File: src/rtl/stack_core_mc.sv
// stack_core_mc: multi-cycle stack machine (controller FSM, datapath, operand stack, PC) on one req/ack memory port.
// Optional macro STACK_CHECK_EN: DECODE-time overflow/underflow checks and a terminal FAULT state.
module stack_core_mc #(
  parameter int DATA_W      = 8,
  parameter int ADDR_W      = 5,
  parameter int STACK_DEPTH = 8,
  localparam int DEPTH_W    = $clog2(STACK_DEPTH+1),
  localparam int SP_W       = $clog2(STACK_DEPTH)
) (
  input  logic               clk,
  input  logic               reset,
  output logic               mem_req,
  output logic               mem_we,
  output logic [ADDR_W-1:0]  mem_addr,
  output logic [DATA_W-1:0]  mem_wdata,
  input  logic [DATA_W-1:0]  mem_rdata,
  input  logic               mem_ack,
  output logic [ADDR_W-1:0]  pc,
  output logic [DEPTH_W-1:0] depth,
  output logic [DATA_W-1:0]  tos,
  output logic               retire,
  output logic               fault,
  output logic [1:0]         fault_code
);

  typedef enum logic [2:0] {
    S_FETCH, S_DECODE, S_EXEC, S_MEM_RD, S_MEM_WR, S_FAULT
  } state_t;

  typedef enum logic [2:0] {
    OP_ADD, OP_SUB, OP_AND, OP_NOT, OP_PUSH, OP_POP, OP_JMP, OP_JZ
  } op_t;

  localparam logic [DEPTH_W-1:0] DEPTH_MAX = DEPTH_W'(STACK_DEPTH);
  localparam logic [SP_W-1:0]    SP_LAST   = SP_W'(STACK_DEPTH-1);

  state_t             state_q, state_d;
  logic [ADDR_W-1:0]  pc_q, pc_d;
  logic [DATA_W-1:0]  ir_q, ir_d;
  logic [SP_W-1:0]    sp_q, sp_d;
  logic [DEPTH_W-1:0] depth_q, depth_d;
  logic [DATA_W-1:0]  stk_q [STACK_DEPTH];
  logic [DATA_W-1:0]  stk_d [STACK_DEPTH];
  logic               armed_q, armed_d;

  logic               req_c, we_c, retire_c;
  logic [ADDR_W-1:0]  addr_c;
  logic [DATA_W-1:0]  wdata_c;

  // sp points at the next free slot; it wraps so stale entries are reused when unchecked
  function automatic logic [SP_W-1:0] sp_inc(input logic [SP_W-1:0] s);
    return (s == SP_LAST) ? '0 : s + SP_W'(1);
  endfunction

  function automatic logic [SP_W-1:0] sp_dec(input logic [SP_W-1:0] s);
    return (s == '0) ? SP_LAST : s - SP_W'(1);
  endfunction

  op_t               op;
  logic [ADDR_W-1:0] ir_addr;
  logic [SP_W-1:0]   a_idx, b_idx;
  logic [DATA_W-1:0] a, b;

  assign op      = op_t'(ir_q[DATA_W-1 -: 3]);
  assign ir_addr = ir_q[ADDR_W-1:0];
  assign a_idx   = sp_dec(sp_q);
  assign b_idx   = sp_dec(a_idx);
  assign a       = stk_q[a_idx];
  assign b       = stk_q[b_idx];

`ifdef STACK_CHECK_EN
  logic [1:0] fault_code_q, fault_code_d;
`endif

  always_comb begin
    state_d  = state_q;
    pc_d     = pc_q;
    ir_d     = ir_q;
    sp_d     = sp_q;
    depth_d  = depth_q;
    stk_d    = stk_q;
    armed_d  = 1'b0;
    req_c    = 1'b0;
    we_c     = 1'b0;
    addr_c   = '0;
    wdata_c  = '0;
    retire_c = 1'b0;
`ifdef STACK_CHECK_EN
    fault_code_d = fault_code_q;
`endif
    unique case (state_q)
      S_FETCH: begin
        req_c  = 1'b1;
        addr_c = pc_q;
        if (mem_ack) begin
          ir_d    = mem_rdata;
          pc_d    = pc_q + ADDR_W'(1);
          state_d = S_DECODE;
        end
      end
      S_DECODE: begin
        if (op == OP_PUSH)     state_d = S_MEM_RD;
        else if (op == OP_POP) state_d = S_MEM_WR;
        else                   state_d = S_EXEC;
`ifdef STACK_CHECK_EN
        if (op == OP_PUSH && depth_q == DEPTH_MAX) begin
          fault_code_d = 2'b01;
          state_d      = S_FAULT;
        end else if (((op == OP_ADD || op == OP_SUB || op == OP_AND) && depth_q < DEPTH_W'(2)) ||
                     ((op == OP_NOT || op == OP_POP || op == OP_JZ) && depth_q == '0)) begin
          fault_code_d = 2'b10;
          state_d      = S_FAULT;
        end
`endif
      end
      S_EXEC: begin
        retire_c = 1'b1;
        state_d  = S_FETCH;
        unique case (op)
          OP_ADD, OP_SUB, OP_AND: begin
            stk_d[b_idx] = (op == OP_ADD) ? b + a : (op == OP_SUB) ? b - a : b & a;
            sp_d         = a_idx;
            // pop two (saturating at empty) then push one
            depth_d      = (depth_q > DEPTH_W'(1)) ? depth_q - DEPTH_W'(1) : DEPTH_W'(1);
          end
          OP_NOT:  stk_d[a_idx] = ~a;
          OP_JMP:  pc_d = ir_addr;
          OP_JZ:   if (a == '0) pc_d = ir_addr;
          default: ;
        endcase
      end
      // Data states spend one cycle arming so address and data come from settled IR/stack
      S_MEM_RD: begin
        addr_c  = ir_addr;
        armed_d = 1'b1;
        if (armed_q) begin
          req_c = 1'b1;
          if (mem_ack) begin
            stk_d[sp_q] = mem_rdata;
            sp_d        = sp_inc(sp_q);
            depth_d     = (depth_q == DEPTH_MAX) ? depth_q : depth_q + DEPTH_W'(1);
            retire_c    = 1'b1;
            armed_d     = 1'b0;
            state_d     = S_FETCH;
          end
        end
      end
      S_MEM_WR: begin
        addr_c  = ir_addr;
        wdata_c = a;
        armed_d = 1'b1;
        if (armed_q) begin
          req_c = 1'b1;
          we_c  = 1'b1;
          if (mem_ack) begin
            sp_d     = a_idx;
            depth_d  = (depth_q == '0) ? depth_q : depth_q - DEPTH_W'(1);
            retire_c = 1'b1;
            armed_d  = 1'b0;
            state_d  = S_FETCH;
          end
        end
      end
      S_FAULT: ;
      default: state_d = S_FETCH;
    endcase
  end

  always_ff @(posedge clk) begin
    if (reset) begin
      state_q <= S_FETCH;
      pc_q    <= '0;
      ir_q    <= '0;
      sp_q    <= '0;
      depth_q <= '0;
      armed_q <= 1'b0;
      stk_q   <= '{default: '0};
    end else begin
      state_q <= state_d;
      pc_q    <= pc_d;
      ir_q    <= ir_d;
      sp_q    <= sp_d;
      depth_q <= depth_d;
      armed_q <= armed_d;
      stk_q   <= stk_d;
    end
  end

`ifdef STACK_CHECK_EN
  always_ff @(posedge clk) begin
    if (reset) fault_code_q <= 2'b00;
    else       fault_code_q <= fault_code_d;
  end
  assign fault_code = fault_code_q;
`else
  assign fault_code = 2'b00;
`endif

  // Gate with reset so a transaction in flight is dropped in the reset cycle itself
  assign mem_req   = req_c & ~reset;
  assign mem_we    = we_c & ~reset;
  assign mem_addr  = addr_c;
  assign mem_wdata = wdata_c;
  assign retire    = retire_c & ~reset;
  assign fault     = |fault_code;
  assign pc        = pc_q;
  assign depth     = depth_q;
  assign tos       = (depth_q == '0) ? '0 : a;

endmodule

File: config.mk
export PLATFORM = sky130hd
export DESIGN_NAME = stack_core_mc
export DESIGN_NICKNAME = d
export VERILOG_FILES = /design/src/rtl/stack_core_mc.sv
export SDC_FILE = /design/constraint.sdc
export NUM_CORES = 1
export LEC_CHECK = 0
export CAP_MARGIN = 15
export CORE_MARGIN = 4
export CORE_UTILIZATION = 48
export CTS_CLUSTER_SIZE = 12
export DETAILED_ROUTE_END_ITERATION = 8
export PLACE_DENSITY = 0.78
export SLEW_MARGIN = 40
export SYNTH_ARGS = -nofsm -noshare
export SYNTH_HDL_FRONTEND = slang
export SYNTH_SLANG_ARGS = --single-unit
File: constraint.sdc
create_clock -name clk -period 6.1 [get_ports clk]
set_input_delay 0.915 -clock clk [delete_from_list [all_inputs] [get_ports clk]]
set_output_delay 0.915 -clock clk [all_outputs]
set_load 0.01 [all_outputs]
# Word-level counts from Yosys, hierarchy flattened
# Cells that the tools add are included.
# word_totals
regBits	88
input_bits	11
out_inout_bits	36
elab_cells	148
# op_classes
n_addsub	8
magnitude_cmp	7
eq_ne	27
muxes	60
bitwise_logic	11
n_reduce_logical	21
# ops
op	n
64-bit case mux with 2 select lines	2
64-bit bitwise mux	3
64-bit two-way mux	2
8-bit two-way mux	11
8-bit demux with 3-bit select	3
8-bit binary-select mux with 3-bit select	2
3-bit two-way mux	13
4-bit two-way mux	8
5-bit case mux with 2 select lines	3
3-bit == test (second input constant)	7
2-bit inequality test (second input constant)	7
3-bit by 2-bit == test with 1-bit output (second input constant)	4
4-bit >= comparator (second input constant)	3
3-bit logical NOT	4
4-bit by 1-bit less-than comparator with 1-bit output (second input constant)	3
3-bit NOT with 4-bit output	3
3-bit case mux with 4 select lines	1
4-bit case mux with 3 select lines	1
4-bit AND reduction	3
5-bit two-way mux	2
3-bit case mux with 3 select lines	1
8-bit adder	1
8-bit AND	1
8-bit logical NOT	1
other kinds (27)	45

# Longest topological paths before layout
# logic_depth
word_depth	14
ltp_mapped	25
depth_no_buf	19

# Worst setup path after synthesis
# No wires, ideal clock.
# synth_path
path_type	register to register
start	reg sp_q[0]
end	reg stk_q[22] in the netlist's numbering
arrival_ns	5.040
required_time_ns	6.014
setup_slack_ns	0.975
path_stages_with_launch	24
path_buffers	6
period_less_slack_ns	5.125
cell_sequence	dfxtp_1 -> clkbuf_1 -> inv_2 -> ha_1 -> ha_1 -> buf_6 -> buf_6 -> buf_4 -> buf_2 -> nor2_1 -> nor2_1 -> or3_1 -> clkbuf_1 -> or2_2 -> o2111a_1 -> ha_1 -> fa_1 -> a21o_1 -> a21oi_1 -> or4b_1 -> a41oi_1 -> o32ai_1 -> a21oi_1 -> a211oi_1
# synth_between
elab_chain_len	14
elab_cells_between_ends	43
classes_between	4 x add/sub; 6 x order compare; 23 x mux; 5 x bitwise; 5 x reduce/logical
# synth_rtl
item	line_no	source
start, declared	40	logic [SP_W-1:0] sp_q, sp_d;
start signal, assigned	182	sp_q <= sp_d;
3-bit by 1-bit subtractor with 3-bit output or 3-bit logical NOT (tied branches)	56	return (s == '0) ? SP_LAST : s - SP_W'(1);
3-bit two-way mux	56	
3-bit by 1-bit subtractor with 3-bit output or 3-bit logical NOT (tied branches)	56	
3-bit two-way mux	56	
3-bit NOT with 4-bit output	69, 121	
8-bit binary-select mux with 3-bit select	69	assign b = stk_q[b_idx];
8-bit two-way mux (implied by the code) (2 in a row)	69	
8-bit subtractor or 8-bit AND (tied branches)	121	stk_d[b_idx] = (op == OP_ADD) ? b + a : (op == OP_SUB) ? b - a : b & a;
8-bit two-way mux (2 in a row)	121	
64-bit bitwise mux	121	
64-bit case mux with 2 select lines	119	unique case (op)
64-bit case mux with 2 select lines *	91	unique case (state_q)
end signal, assigned	185	stk_q <= stk_d;
end, declared	42	logic [DATA_W-1:0] stk_q [STACK_DEPTH];
# Every way passes the cells marked *; elsewhere a longest branch is shown, timed or not. The select of a mux whose other input is x is not followed.
# A chain may end at the register's enable or synchronous reset.

# Final worst setup path
# layout_path
start	reg sp_q[1]
end	reg stk_q[60] in the netlist's numbering
# The elaborated chain is that of the path after synthesis.

==> metrics.log <==
[metrics] Die Footprint: 16340 µm²
[metrics] clock tree from TritonCTS: done
[metrics] fin. max-slew vios: 0
[metrics] post-layout minimum cycle time: 5637 ps
[metrics] Wirelength per Cell: 22.76 µm
[metrics] number of nets with antenna violations after routing: 0
[metrics] maximum number of pins on one net before global-route repair: 61
[metrics] first-pass GRT wire length: around 38 mm
[metrics] deepest level of the CTS H-tree: 3
[metrics] Core Rows: 43
[metrics] data arrival time of the critical path: 5910 ps
[metrics] worst min-delay path category: register to register
[metrics] Clock Tree Root: clkbuf_16
[metrics] horizontal die dimension: 127.8 µm
[metrics] post-synthesis cell count: 902
[metrics] total congestion overflow: 0
[metrics] Synth warnings: 0
[metrics] Leak: around 2.6 nW
[metrics] final HPWL from detailed placement: 17.66 mm
[metrics] Finish-stage setup viols: 0
[metrics] violations in the final reports: DRC
[metrics] max-cap violation count: 0
[metrics] number of top-level pins: 47
[metrics] Iter 0 DRT Violations: 1172
[metrics] async set-reset flop share out of synthesis: 0
[metrics] hold-fix buffer count after cts: 0
[metrics] P&R area growth vs syn: 11.91%
[metrics] Worst IR Drop VDD: 0.1856 mV
[metrics] total CTS buffers: 9
[metrics] Total Neg Setup Slack: 0 ps
[metrics] type of element capturing the critical path: register
[metrics] Port Buffer Count: 43
[metrics] pin slew with the least headroom to its limit: 932.0 ps
[metrics] Slew Limit Headroom: 0.3721
[metrics] required arrival time at the worst endpoint: ~6400 ps
[metrics] achievable frequency: 0.1774 GHz
[metrics] wire length reported by the detailed router: approximately 25 mm
[metrics] RSZ-0062 raised after global routing: false
[metrics] area of the placeable core: approximately 14000 µm²
[metrics] mean area per synthesized cell: around 7.6 µm²
[metrics] Initial Utilization: 0.4927
[metrics] fraction of the cycle the final worst path needs: 0.9242
[metrics] final weighted congestion in routability-driven placement: 1.040
[metrics] maximum clock path buffer count: 2
[metrics] Post-CTS Setup Bufs: 0
[metrics] distinct cell type count of the synthesized netlist: 83
[metrics] number of global-route vias before repair: 6899
[metrics] first-pass detailed-route iteration total: 9
[metrics] number of enable-type register cells in the synthesized netlist: 0
[metrics] die boundary height: 127.8 µm
[metrics] final net count: 945
[metrics] Overall Power: around 2.5 mW
[metrics] clock latency at the later pin of the worst-skew pair: 360 ps
[metrics] Final Hold Fails: 0
[metrics] sequential cell area fraction in the yosys report: 0.2556
[metrics] DR DRC count: 11
[metrics] cell area after synthesis: 6892 µm²
[metrics] crit path launch type: register
[metrics] run status: complete, but fails checks
[metrics] Clock Skews: 7.575 ps
[metrics] proportion of layout cells with a drive suffix above 1: 0.08452
[metrics] Yosys reg bits: 88
[metrics] post-DR vias/cell: 6.984
[metrics] clock sink count: 88
[metrics] clk slew on worst S/H paths: 70 ps
[metrics] Primary FF master, synth: dfxtp_1
[metrics] number of vias in the routed layout: 7619
[metrics] initial antenna violation count: 0
[metrics] critical path fanouts, max: 24
[metrics] total track usage: 0.2985
[metrics] Setup Crit Path Kind: register to register
[metrics] reg-to-reg setup timing slack: around 460 ps
[metrics] diodes inserted: 0
[metrics] Power per Cell Area: 328.1 nW/µm²
[metrics] quantity of gates resized following cts: 0
[power by group]
part	internal (mW)	total (mW)	switching, mW
clock network	0.341	0.590	0.249
registers	0.604	0.652	0.0474
logic	0.451	1.29	0.837
[synth_stat cells (18+ instances only)]
master | instances | area, µm²
a211oi_1 | 40 | 300.3
a21oi_1 | 53 | 265.3
clkbuf_1 | 48 | 180.2
dfxtp_1 | 88 | 1762
ha_1 | 26 | 325.3
inv_1 | 18 | 67.56
mux2i_1 | 20 | 200.2
nand2_1 | 69 | 259.0
nor2_1 | 132 | 495.5
nor3_1 | 43 | 215.2
o21ai_1 | 23 | 115.1
o22ai_1 | 39 | 244.0
[per-layer routing]
layer | track usage | part of all wire | vias up
li1 | - | - | 3427
met1 | 0.4079 | 0.40 | 3470
met2 | 0.4251 | 0.42 | 614
met3 | 0.08625 | 0.14 | 108
met4 | 0.1554 | 0.052 | 0
met5 | 0 | 0 | -
[logic make-up (layout without fill, tap and decap cells)]
kind of cell             after synthesis  in the layout  synth area share
multiplexers                          38             38           0.07534
AND/OR/NAND/NOR                      329            329            0.2224
buffers and inverters                102            109           0.06354
XOR/XNOR                               5              5          0.006354
flip-flops                            88             88            0.2556
adder cells (fa/ha/maj)               28             28           0.05301
other                                  1              3         0.0005441
AO/OA/AOI/OAI                        311            311            0.3232
[critical path: stages (launching register included)]
cell,delay [ps]
dfxtp_1,460
clkinv_1,300
ha_1,280
ha_2,630
xor2_1,230
o21a_1,160
nand2b_1,570
o221ai_1,260
nor3_1,530
ha_1,390
a21o_1,200
a21oi_1,220
mux2i_1,140
xnor2_1,140
o21ai_1,560
a222oi_1,220
a211oi_1,270
[layout make-up]
cell class	instances	area, µm²
sequential	88	1762
multi-input combinational	714	4715
timing repair buffer	67	605.6
clock buffer	12	256.5
tap	180	225.2
inverter	26	97.59
clock inverter	4	51.30
fill	1301	6276
[flip-flops by register name, indices dropped and copies added, names as in the netlist]
signal   flops
stk_q       64
depth        4
sp_q         3
state_q      3
ir_q         8
armed_q      1
pc           5
[stage by stage]
step           utilization  cell area, µm²  setup slack [ps]  hold slack [ps]  std cells
2_1_floorplan            -            6899             974.6            459.5        904
3_3_place_gp        0.5277            7382             624.3            481.4       1074
4_1_cts             0.5497            7690             446.0            496.6       1090
6_report            0.5513            7712             462.6            493.9       1091
5_1_grt             0.5513            7712             83.95            516.8       1091
3_5_place_dp        0.5277            7382             477.3            485.3       1074
[final timing paths]
path / start / endpoint / cells past startpoint
worst min-delay path: ir_q[2] / ir_q[2] / 2
worst max register to register: sp_q[1] / stk_q[60] / 16
worst min register to register: ir_q[2] / ir_q[2] / 2
worst max-delay path: sp_q[1] / stk_q[60] / 16
[placed cells by master (no fill, tap or decap), types with 8 or more instances in the layout]
cell type	count
a311oi_1	12
a211oi_1	40
o221ai_1	12
nor3_1	43
nand3_1	17
nor2b_1	14
o22ai_1	39
nand2_1	69
o21ai_0	16
ha_1	25
a221oi_1	13
clkbuf_16	9
o21ai_1	23
inv_1	18
a31oi_1	10
o22a_1	9
buf_4	24
clkdlybuf4s50_1	42
mux2i_1	20
nor2_1	132
a22oi_1	14
a21oi_1	53
and2_1	8
mux4_2	10
dfxtp_1	88
o311a_1	9
No activity file was read; power rests on OpenSTA's default activity.
